### config.mk
export PLATFORM = sky130hd
export DESIGN_NAME = pipe_skid_reg
export DESIGN_NICKNAME = d
export VERILOG_FILES = /design/src/rtl/pipe_skid_reg.sv
export SDC_FILE = /design/constraint.sdc
export NUM_CORES = 1
export LEC_CHECK = 0
export CELL_PAD_IN_SITES_DETAIL_PLACEMENT = 1
export CELL_PAD_IN_SITES_GLOBAL_PLACEMENT = 1
export CORE_MARGIN = 4
export CORE_UTILIZATION = 43
export DETAILED_ROUTE_END_ITERATION = 10
export PLACE_DENSITY_LB_ADDON = 0.25
export SLEW_MARGIN = 15
export SYNTH_ARGS = -nofsm -noshare
export SYNTH_HDL_FRONTEND = slang
export SYNTH_SLANG_ARGS = --single-unit
### constraint.sdc
create_clock -name clk -period 5.4 [get_ports clk]
set_clock_uncertainty 0.2 [all_clocks]
set_input_delay 1.08 -clock clk [delete_from_list [all_inputs] [get_ports clk]]
set_output_delay 1.08 -clock clk [all_outputs]
set_load 0.1 [all_outputs]
### src/rtl/pipe_skid_reg.sv
// Two-entry pipeline skid register: in_ready comes from registered state only, so out_ready has no combinational path upstream.
// Optional synchronous flush port enabled by defining PIPE_SKID_FLUSH_EN.
module pipe_skid_reg #(
  parameter int unsigned WIDTH = 32
) (
  input  logic             clk,
  input  logic             reset,
`ifdef PIPE_SKID_FLUSH_EN
  input  logic             flush,
`endif
  input  logic             in_valid,
  output logic             in_ready,
  input  logic [WIDTH-1:0] in_data,
  output logic             out_valid,
  input  logic             out_ready,
  output logic [WIDTH-1:0] out_data
);

  typedef enum logic [1:0] {
    EMPTY = 2'd0,
    BUSY  = 2'd1,
    FULL  = 2'd2
  } state_e;

  state_e           state_q, state_d;
  logic [WIDTH-1:0] main_q, main_d;
  logic [WIDTH-1:0] skid_q, skid_d;
  logic             accept;
  logic             take;

  assign accept = in_valid & in_ready;
  assign take   = out_valid & out_ready;

  // State and data registers
  always_ff @(posedge clk or posedge reset) begin
    if (reset) begin
      state_q <= EMPTY;
      main_q  <= '0;
      skid_q  <= '0;
    end else begin
      state_q <= state_d;
      main_q  <= main_d;
      skid_q  <= skid_d;
    end
  end

  // Next state and data
  always_comb begin
    state_d = state_q;
    main_d  = main_q;
    skid_d  = skid_q;
    case (state_q)
      EMPTY: begin
        if (accept) begin
          main_d  = in_data;
          state_d = BUSY;
        end
      end
      BUSY: begin
        if (accept && take) begin
          main_d = in_data;
        end else if (accept) begin
          skid_d  = in_data;
          state_d = FULL;
        end else if (take) begin
          state_d = EMPTY;
        end
      end
      FULL: begin
        if (take) begin
          main_d  = skid_q;
          state_d = BUSY;
        end
      end
      default: state_d = EMPTY;
    endcase
`ifdef PIPE_SKID_FLUSH_EN
    // Flush wins over any same-cycle accept or take
    if (flush) begin
      state_d = EMPTY;
      main_d  = '0;
      skid_d  = '0;
    end
`endif
  end

  // Outputs decoded from registered state
  always_comb begin
    in_ready  = 1'b1;
    out_valid = 1'b0;
    out_data  = main_q;
    case (state_q)
      EMPTY: begin
        in_ready  = 1'b1;
        out_valid = 1'b0;
      end
      BUSY: begin
        in_ready  = 1'b1;
        out_valid = 1'b1;
      end
      FULL: begin
        in_ready  = 1'b0;
        out_valid = 1'b1;
      end
      default: begin
        in_ready  = 1'b1;
        out_valid = 1'b0;
      end
    endcase
  end

endmodule

; Word level (Yosys, flattened, before mapping)
; Index checks and enable logic that the tools add are counted.
[word_totals]
register_bits = 66
input_bits = 36
output_inout_bits = 34
wordCells = 32
[op_classes]
eq_ne = 7
mux = 12
bitwise_logic = 3
reduce_logical = 7
[op_table]
columns = op, count
row1 = $mux 32, 3
row2 = $pmux 32 s3, 1
row3 = $mux 2, 5
row4 = $ne 2x2->1 const B, 4
row5 = $reduce_and 4->1, 2
row6 = $pmux 2 s3, 1
row7 = $ne 3x3->1 const B, 1
row8 = $reduce_and 3->1, 1
row9 = $reduce_bool 3->1, 1
row10 = $and 1x1->1, 2
row11 = $eq 2x1->1 const B, 1
row12 = $eq 2x2->1 const B, 1
row13 = $logic_not 2->1, 1
row14 = $mux 1, 2
row15 = $reduce_or 2->1, 1
row16 = $logic_and 1x1->1, 1
row17 = $not 1->1, 1

; Depth between registers and ports, before layout
; Gate-level depths: netlist of the first run.
[logic_depth]
word_depth = 8
depth_mapped = 9
mapped_depth_nobuf = 6

; Worst setup path after synthesis of the first run
; Ideal clock, no wire load.
[synth_timing]
kind = register to output
start = reg state_q[0]
end = out in_ready
arrival_time_ns = 1.367
required_ns = 4.120
path_slack_ns = 2.753
stages_incl_launch_ff = 5
path_buffers = 1
path_cell_list = dfrtp_1 inv_1 ha_1 buf_4 inv_1
[synth_between]
elab_chain_len = 2
[synth_lines]
columns = element, line
row1 = "start, declared", 25  ; state_e state_q, state_d;
row2 = "start signal, assigned", 41  ; state_q <= state_d;
row3 = $eq 2x2->1, 92  ; case (state_q)
row4 = $mux 1, 92
row5 = "end, declared", 12  ; output logic in_ready,
; Every way passes these cells.

; Final worst setup path of the first run
[layout_timing]
start = reg state_q[0]
end = out out_valid
[layout_between]
elab_chain_len = 3
word_cells_on_any_way = 4
cone_classes = eq/ne: 2 / mux: 1 / reduce/logical: 1
[layout_lines]
columns = element, line
row1 = $eq 2x2->1 or $eq 2x1->1 (tied branches), 92
row2 = $reduce_or 2->1 (no line) (*), n/a
row3 = $mux 1 (*), 92
row4 = "end, declared", 14  ; output logic out_valid,
; Every way passes the cells marked *; elsewhere a longest branch is shown, timed or not.

==> metrics, run 1 <==
Tmin final 3670 ps; Slew HR 0.275; Die X 93.0 µm; Filler Cell Count 746; average cell area after synthesis 13.5 µm²; nets@finish 339; DIE AREA 8660 µm²; worst hold path depth 1; clock slew at reported path FFs 70 ps; first-pass GRT wire length 10700 µm; antenna violations before repair 0; via density per instance 4.91; Max Fclk 273 MHz; CTS tree built; most common cell after layout, fill and taps aside clkdlybuf4s50_1; Yosys reg bits 66; RSZ-0062 raised after global routing false; Async S/R FF share, synth 1.00; vias 1960; largest net degree at the start of global routing 65; count of pins over their slew limit 0; post-CTS setup buffers 0; worst hold path class register to register; CP Data Arrival Time 2390 ps; most common flop cell mapped by yosys dfrtp_1; crit path kind register to output pin; Initial Utilization 0.450; Synthesis Warnings 0; Netlist Area Pre-Place 3110 µm²; Hold-fix buffers, CTS 0; commonest non-fill, non-tap cells in the layout clkdlybuf4s50_1 (69), dfrtp_1 (66), mux2i_1 (33); post-synth top area share 0.531; Clk Latency, worst-skew pair 320 ps; main area contributors after synthesis dfrtp_1 (53%), mux2i_1 (11%), mux2_2 (9.4%); row count 30; Max Root-Sink Buffers 2; Max FO, Critical Path 4; Min-Delay Endpoint skid_q[10]$_DFFE_PP0P_; R2R cell count 7; clk sinks 66; Critical Path RT 4120 ps; worst slew pin tran 1080 ps; Routed Antenna Nets 0; register area 1650 µm²; reg2reg start state_q[0]$_DFFE_PP0P_; crit path launch type register; post-CTS resize count 0; Die Ht 93.0 µm; reg2reg end skid_q[27]$_DFFE_PP0P_; Mapped Cells 231; Worst setup EP type output pin; Hold Crit Start skid_q[10]$_DFFE_PP0P_; r2r setup slk 2390 ps; H-Tree Depth 3; layout cells sized above 1 0.350; Inserted Diodes 0; area taken by multi-input logic gates 1330 µm²; Detailed Route WL 6290 µm; input/output buffers 69; DR pass1 iterations 4; # DRC 0; Max Cap Viol 0; outcome finished clean; Final setup viols 0; I/O pin total 70; Core Area 6910 µm²; Root Driver clkbuf_8; setup TNS 0 ps; syn_nets 271; RD Place Congestion 0.738; CTS Buf Count 9; sequential-to-total area share from yosys stat 0.531; vias in the first global route 2179; global route overflow 0; area grow syn2layout 28.4%; initial drt markers 54; number of synthesized flops with an enable pin 0; dpl hpwl 4150 µm; GRT Overall Usage 0.159; period utilization 0.679; final hold violation count 0; drt wl/cell 15.8 µm; biggest area consumer among synthesized cells dfrtp_1; post-synth cell types 24
-- how the worst max path moves through the flow --
stage	startpoint	slack, ps	to	cells after the start
floorplan	reset	2470	out_data[0]$_DFFE_PP0P_	1
global placement	in_valid	1870	skid_q[27]$_DFFE_PP0P_	5
detailed placement	in_valid	1800	skid_q[3]$_DFFE_PP0P_	5
CTS	state_q[0]$_DFFE_PP0P_	1680	out_valid	3
global route	state_q[1]$_DFFE_PP0P_	1600	out_valid	3
finish	state_q[0]$_DFFE_PP0P_	1730	out_valid	3
-- per-stage QoR --
step	utilization	setup WS (ps)	hold slack, ps	std cells	instance area, µm²
5_1_grt	0.578	1600	326	399	3990
2_1_floorplan	-	2470	258	231	3110
4_1_cts	0.578	1680	296	399	3990
6_report	0.578	1730	292	399	3990
3_3_place_gp	0.553	1870	267	384	3820
3_5_place_dp	0.553	1800	279	384	3820
-- critical path: stages (launching register included) --
cell and delay [ps]:
dfrtp_1 380, inv_1 90, ha_1 390, clkdlybuf4s50_1 1200
-- kinds of logic after synthesis --
| family | Yosys count | synth area share |
|---|---|---|
| multiplexers | 65 | 0.222 |
| AND/OR/NAND/NOR | 38 | 0.0740 |
| buffers and inverters | 19 | 0.0471 |
| flip-flops | 66 | 0.531 |
| AO/OA/AOI/OAI | 39 | 0.109 |
| adder cells (fa/ha/maj) | 4 | 0.0161 |
-- synth_stat cells (2+ instances only) --
cell	instances
mux2_2	26
a21oi_2	32
nor2_2	28
inv_1	5
ha_1	4
clkbuf_1	2
nor2_1	5
mux2_1	6
mux2i_1	33
dfrtp_1	66
buf_6	9
buf_4	2
nor2b_1	2
-- layer usage --
metal	track usage	wire length [µm]	vias up
li1	-	-	935
met1	0.193	2730	974
met2	0.268	3190	45
met3	0.0418	286	6
met4	0.0684	82	0
met5	0	0	-
-- cell type report --
| type | instances | share of cell area |
|---|---|---|
| clock buffer | 12 | 0.0389 |
| tap | 96 | 0.0301 |
| multi-input combinational | 146 | 0.332 |
| sequential | 66 | 0.414 |
| timing repair buffer | 71 | 0.177 |
| clock inverter | 3 | 0.00376 |
| inverter | 5 | 0.00470 |
-- flip-flops by register name, summed over array words and instances (netlist names) --
signal and count:
out_data 32, skid_q 32, state_q 2
Power of run 1 is left out: the tool's default activity adds up to more than one toggle a clock period on the data nets, which glitch-free logic cannot reach.
==> run 2, diff against run 1 <==
--- a/config.mk
+++ b/config.mk
@@ -8,7 +8,7 @@
 export CELL_PAD_IN_SITES_DETAIL_PLACEMENT = 1
 export CELL_PAD_IN_SITES_GLOBAL_PLACEMENT = 1
 export CORE_MARGIN = 4
-export CORE_UTILIZATION = 43
+export CORE_UTILIZATION = 40
 export DETAILED_ROUTE_END_ITERATION = 10
 export PLACE_DENSITY_LB_ADDON = 0.25
 export SLEW_MARGIN = 15
==> constraint.sdc (replaced) <==
create_clock -name clk -period 3.65 [get_ports clk]
set_clock_uncertainty 0.2 [all_clocks]
set_input_delay 0.73 -clock clk [delete_from_list [all_inputs] [get_ports clk]]
set_output_delay 0.73 -clock clk [all_outputs]
set_load 0.1 [all_outputs]
==> run 2 against run 1 <==
  * Worst hold slack worse by 2.2 ps
  * Setup slack worse by 1100 ps
  * Non-clock buffer count is 3 higher
  * Cell area is 0.94% higher
  * Critical path depth is 2 higher
  * Critical endpoint is now in_ready
==> metrics, run 2 (same netlist as run 1, synthesis figures left out) <==
largest net degree at the start of global routing 42; Clk Latency, worst-skew pair 330 ps; CTS Buf Count 9; input/output buffers 69; dpl hpwl 4260 µm; Critical Path RT 2720 ps; RSZ-0062 raised after global routing false; most common cell after layout, fill and taps aside dfrtp_1; Finished Layout Cells 405; Inserted Diodes 0; commonest non-fill, non-tap cells in the layout dfrtp_1 (66), clkdlybuf4s50_1 (44), mux2i_1 (33); Max Fclk 328 MHz; clk sinks 66; outcome finished clean; crit path launch type register; Inst Count DP 390; DR pass1 iterations 4; RD Place Congestion 0.684; Max FO, Critical Path 28; vias in the first global route 2122; Tmin final 3050 ps; Root Driver clkbuf_8; Initial Utilization 0.420; DIE AREA 9250 µm²; row count 31; setup TNS 0 ps; H-Tree Depth 3; Hold Crit Start skid_q[10]$_DFFE_PP0P_; core occupancy in the finished layout 0.544; first-pass GRT wire length 10400 µm; r2r setup slk 1080 ps; Routed Antenna Nets 0; post-CTS setup buffers 0; final hold violation count 0; initial drt markers 25; worst hold path class register to register; Max Cap Viol 0; Detailed Route WL 6340 µm; vias 1971; Die Ht 96.2 µm; global route overflow 0; via density per instance 4.87; Worst setup EP type output pin; Hold-fix buffers, CTS 0; Die X 96.2 µm; Max Root-Sink Buffers 2; post-CTS resize count 0; period utilization 0.835; worst hold path depth 1; R2R cell count 7; drt wl/cell 15.7 µm; layout cells sized above 1 0.435; antenna violations before repair 0; Core Area 7410 µm²; GRT Overall Usage 0.150; Final setup viols 0; I/O pin total 70; Slew HR 0.349; reg2reg start state_q[0]$_DFFE_PP0P_; clock slew at reported path FFs 70 ps; area grow syn2layout 29.6%; worst hold margin 290 ps; CTS tree built; worst slew pin tran 973 ps; nets@finish 342; reg2reg end out_data[12]$_DFFE_PP0P_; crit path kind register to output pin; Min-Delay Endpoint skid_q[10]$_DFFE_PP0P_; CP Data Arrival Time 2120 ps; count of pins over their slew limit 0; # DRC 0
==> run 2: area by class of cell <==
type	count	area [µm²]
Timing Repair Buffer	74	691
Clock buffer	13	159
Tap cell	99	124
Inverter	5	18.8
Clock inverter	2	60.1
Fill cell	771	3380
Multi-Input combinational cell	146	1330
Sequential cell	66	1650
==> run 2: critical path, cell delays in order, from the launching register on <==
cell,delay [ps]
dfrtp_1,410
inv_1,120
ha_2,370
buf_4,490
inv_1,130
buf_4,260
==> run 2: worst max path at each step <==
stage | from | endpoint | slack, ps | cells after the start
global route | state_q[0]$_DFFE_PP0P_ | in_ready | 460 | 5
detailed placement | out_ready | out_data[12]$_DFFE_PP0P_ | 610 | 6
floorplan | reset | out_data[0]$_DFFE_PP0P_ | 1070 | 1
global placement | out_ready | out_data[12]$_DFFE_PP0P_ | 680 | 6
finish | state_q[0]$_DFFE_PP0P_ | in_ready | 600 | 5
CTS | state_q[0]$_DFFE_PP0P_ | in_ready | 550 | 5
==> run 2: stage by stage <==
stage	setup slack, ps	cell area [µm²]
floorplan	1070	3110
global placement	682	3810
detailed placement	605	3810
CTS	546	4030
global route	459	4030
finish	603	4030
==> run 2: layer usage <==
metal / vias to the layer above / track usage / wire length (µm)
li1: 938 / - / -
met1: 969 / 0.181 / 2740
met2: 55 / 0.251 / 3100
met3: 9 / 0.0352 / 404
met4: 0 / 0.0711 / 96
met5: - / 0 / 0
Power of run 2 is left out for the same reason.
==> run 3, diff against run 2 <==
--- a/config.mk
+++ b/config.mk
@@ -8,7 +8,7 @@
 export CELL_PAD_IN_SITES_DETAIL_PLACEMENT = 1
 export CELL_PAD_IN_SITES_GLOBAL_PLACEMENT = 1
 export CORE_MARGIN = 4
-export CORE_UTILIZATION = 40
+export CORE_UTILIZATION = 36
 export DETAILED_ROUTE_END_ITERATION = 10
 export PLACE_DENSITY_LB_ADDON = 0.25
 export SLEW_MARGIN = 15
==> constraint.sdc (replaced) <==
create_clock -name clk -period 2.8 [get_ports clk]
set_clock_uncertainty 0.2 [all_clocks]
set_input_delay 0.56 -clock clk [delete_from_list [all_inputs] [get_ports clk]]
set_output_delay 0.56 -clock clk [all_outputs]
set_load 0.1 [all_outputs]
==> run 3 against run 2 <==
  * First-iteration DRC count increased by 80%
  * Die area increased by 10%
  * Largest cell class unchanged
  * Setup slack got worse by 89 ps
  * Cell area increased by 0.43%
  * Cell count increased by 2.0%
  * Non-clock buffer count increased by 1
  * Worst hold slack improved by 3.8 ps
  * Via count increased by 0.61%
  * Global-route usage decreased by 1.6 points
  * Routed wire length decreased by 1.3%
  * Sequential share of layout area decreased by 0.18 points
  * Register-to-register slack got worse by 490 ps
==> metrics, run 3 (same netlist as run 1, synthesis figures left out) <==
H-Tree Depth 3; GRT Overall Usage 0.134; crit path buf inv count 3; nets@finish 343; # DRC 0; Initial Utilization 0.375; via density per instance 4.80; Die X 101 µm; Max Cap Viol 0; Worst path top cell family by delay buffers and inverters; DIE AREA 10200 µm²; area grow syn2layout 30.1%; setup TNS 0 ps; most common cell after layout, fill and taps aside dfrtp_1; clock slew at reported path FFs 70 ps; Filler Cell Count 880; crit path kind register to output pin; worst slack, placed 255 ps; layout cells sized above 1 0.471; row count 33; commonest non-fill, non-tap cells in the layout dfrtp_1 (66), buf_4 (36), clkdlybuf4s50_1 (35); Detailed Route WL 6260 µm; crit path launch type register; vias 1983; count of pins over their slew limit 0; RSZ-0062 raised after global routing false; Critical Path RT 2040 ps; period utilization 0.816; Slew HR 0.768; Slowest cell on crit path dfrtp_1; Inserted Diodes 0; input/output buffers 69; R2R cell count 7; worst hold path depth 1; Critical Path Max Stage Delay 400 ps; global route overflow 0; Max Fclk 438 MHz; Routed Antenna Nets 0; CP dominant cell by count inv_1; Finished Layout Cells 413; Max Root-Sink Buffers 2; Root Driver clkbuf_8; initial drt markers 45; Worst setup EP type output pin; vias in the first global route 2187; dpl hpwl 4160 µm; RD Place Congestion 0.794; post-CTS setup buffers 0; first-pass GRT wire length 10700 µm; worst-path cell chain inv_1, ha_2, inv_1, buf_4; worst hold path class register to register; post-CTS resize count 0; Tmin final 2290 ps; PnR worst setup slack 514 ps; clk sinks 66; antenna violations before repair 0; Inst Count DP 397; Final setup viols 0; worst slew pin tran 344 ps; CTS tree built; Hold-fix buffers, CTS 0; Die Ht 101 µm; final hold violation count 0; CP Data Arrival Time 1530 ps; drt wl/cell 15.2 µm; I/O pin total 70; Max FO, Critical Path 10; Core Area 8300 µm²; CTS Buf Count 9; outcome finished clean; DR pass1 iterations 4; CP Depth 4; largest net degree at the start of global routing 67; Clk Latency, worst-skew pair 330 ps; core occupancy in the finished layout 0.488
run 3: cell types whose count changed in the layout (fill, tap and decap cells not counted):
cell / previous run / this run
buf_12: 2 / 4
buf_4: 28 / 36
clkbuf_1: 2 / 1
clkbuf_8: 11 / 10
clkdlybuf4s50_1: 44 / 35
clkinv_2: 0 / 2
clkinvlp_4: 0 / 1
run 3: area by class of cell:
| type | instances | area [µm²] | area share |
|---|---|---|---|
| Inverter | 5 | 18.8 | 0.00464 |
| Multi-Input combinational cell | 146 | 1330 | 0.327 |
| Sequential cell | 66 | 1650 | 0.408 |
| Clock inverter | 5 | 77.6 | 0.0192 |
| Clock buffer | 11 | 141 | 0.0349 |
| Timing Repair Buffer | 75 | 701 | 0.173 |
| Tap cell | 105 | 131 | 0.0325 |
run 3: worst paths after layout:
kind	from	end	slack, ps
worst max register to register	state_q[0]$_DFFE_PP0P_	out_data[8]$_DFFE_PP0P_	590
worst max-delay path	state_q[0]$_DFFE_PP0P_	in_ready	510
worst min register to register	skid_q[7]$_DFFE_PP0P_	skid_q[7]$_DFFE_PP0P_	290
min in group asynchronous	reset	out_data[5]$_DFFE_PP0P_	420
worst min-delay path	skid_q[7]$_DFFE_PP0P_	skid_q[7]$_DFFE_PP0P_	290
max in group asynchronous	reset	out_data[23]$_DFFE_PP0P_	1680
run 3: metrics by stage:
stage | hold WS (ps) | cell area [µm²]
after floorplan | 258 | 3110
after global routing | 316 | 4050
after global placement | 267 | 3830
after detailed placement | 284 | 3830
after CTS | 299 | 4050
final | 294 | 4050
run 3: metal layers:
metal  up-vias  part of all wire  global-route usage
met3         8             0.057              0.0339
met2        50              0.49               0.222
met5         -                 0                   0
met1       982              0.44               0.169
met4         0             0.013              0.0491
li1        943                 -                   -
Power of run 3 is left out for the same reason.
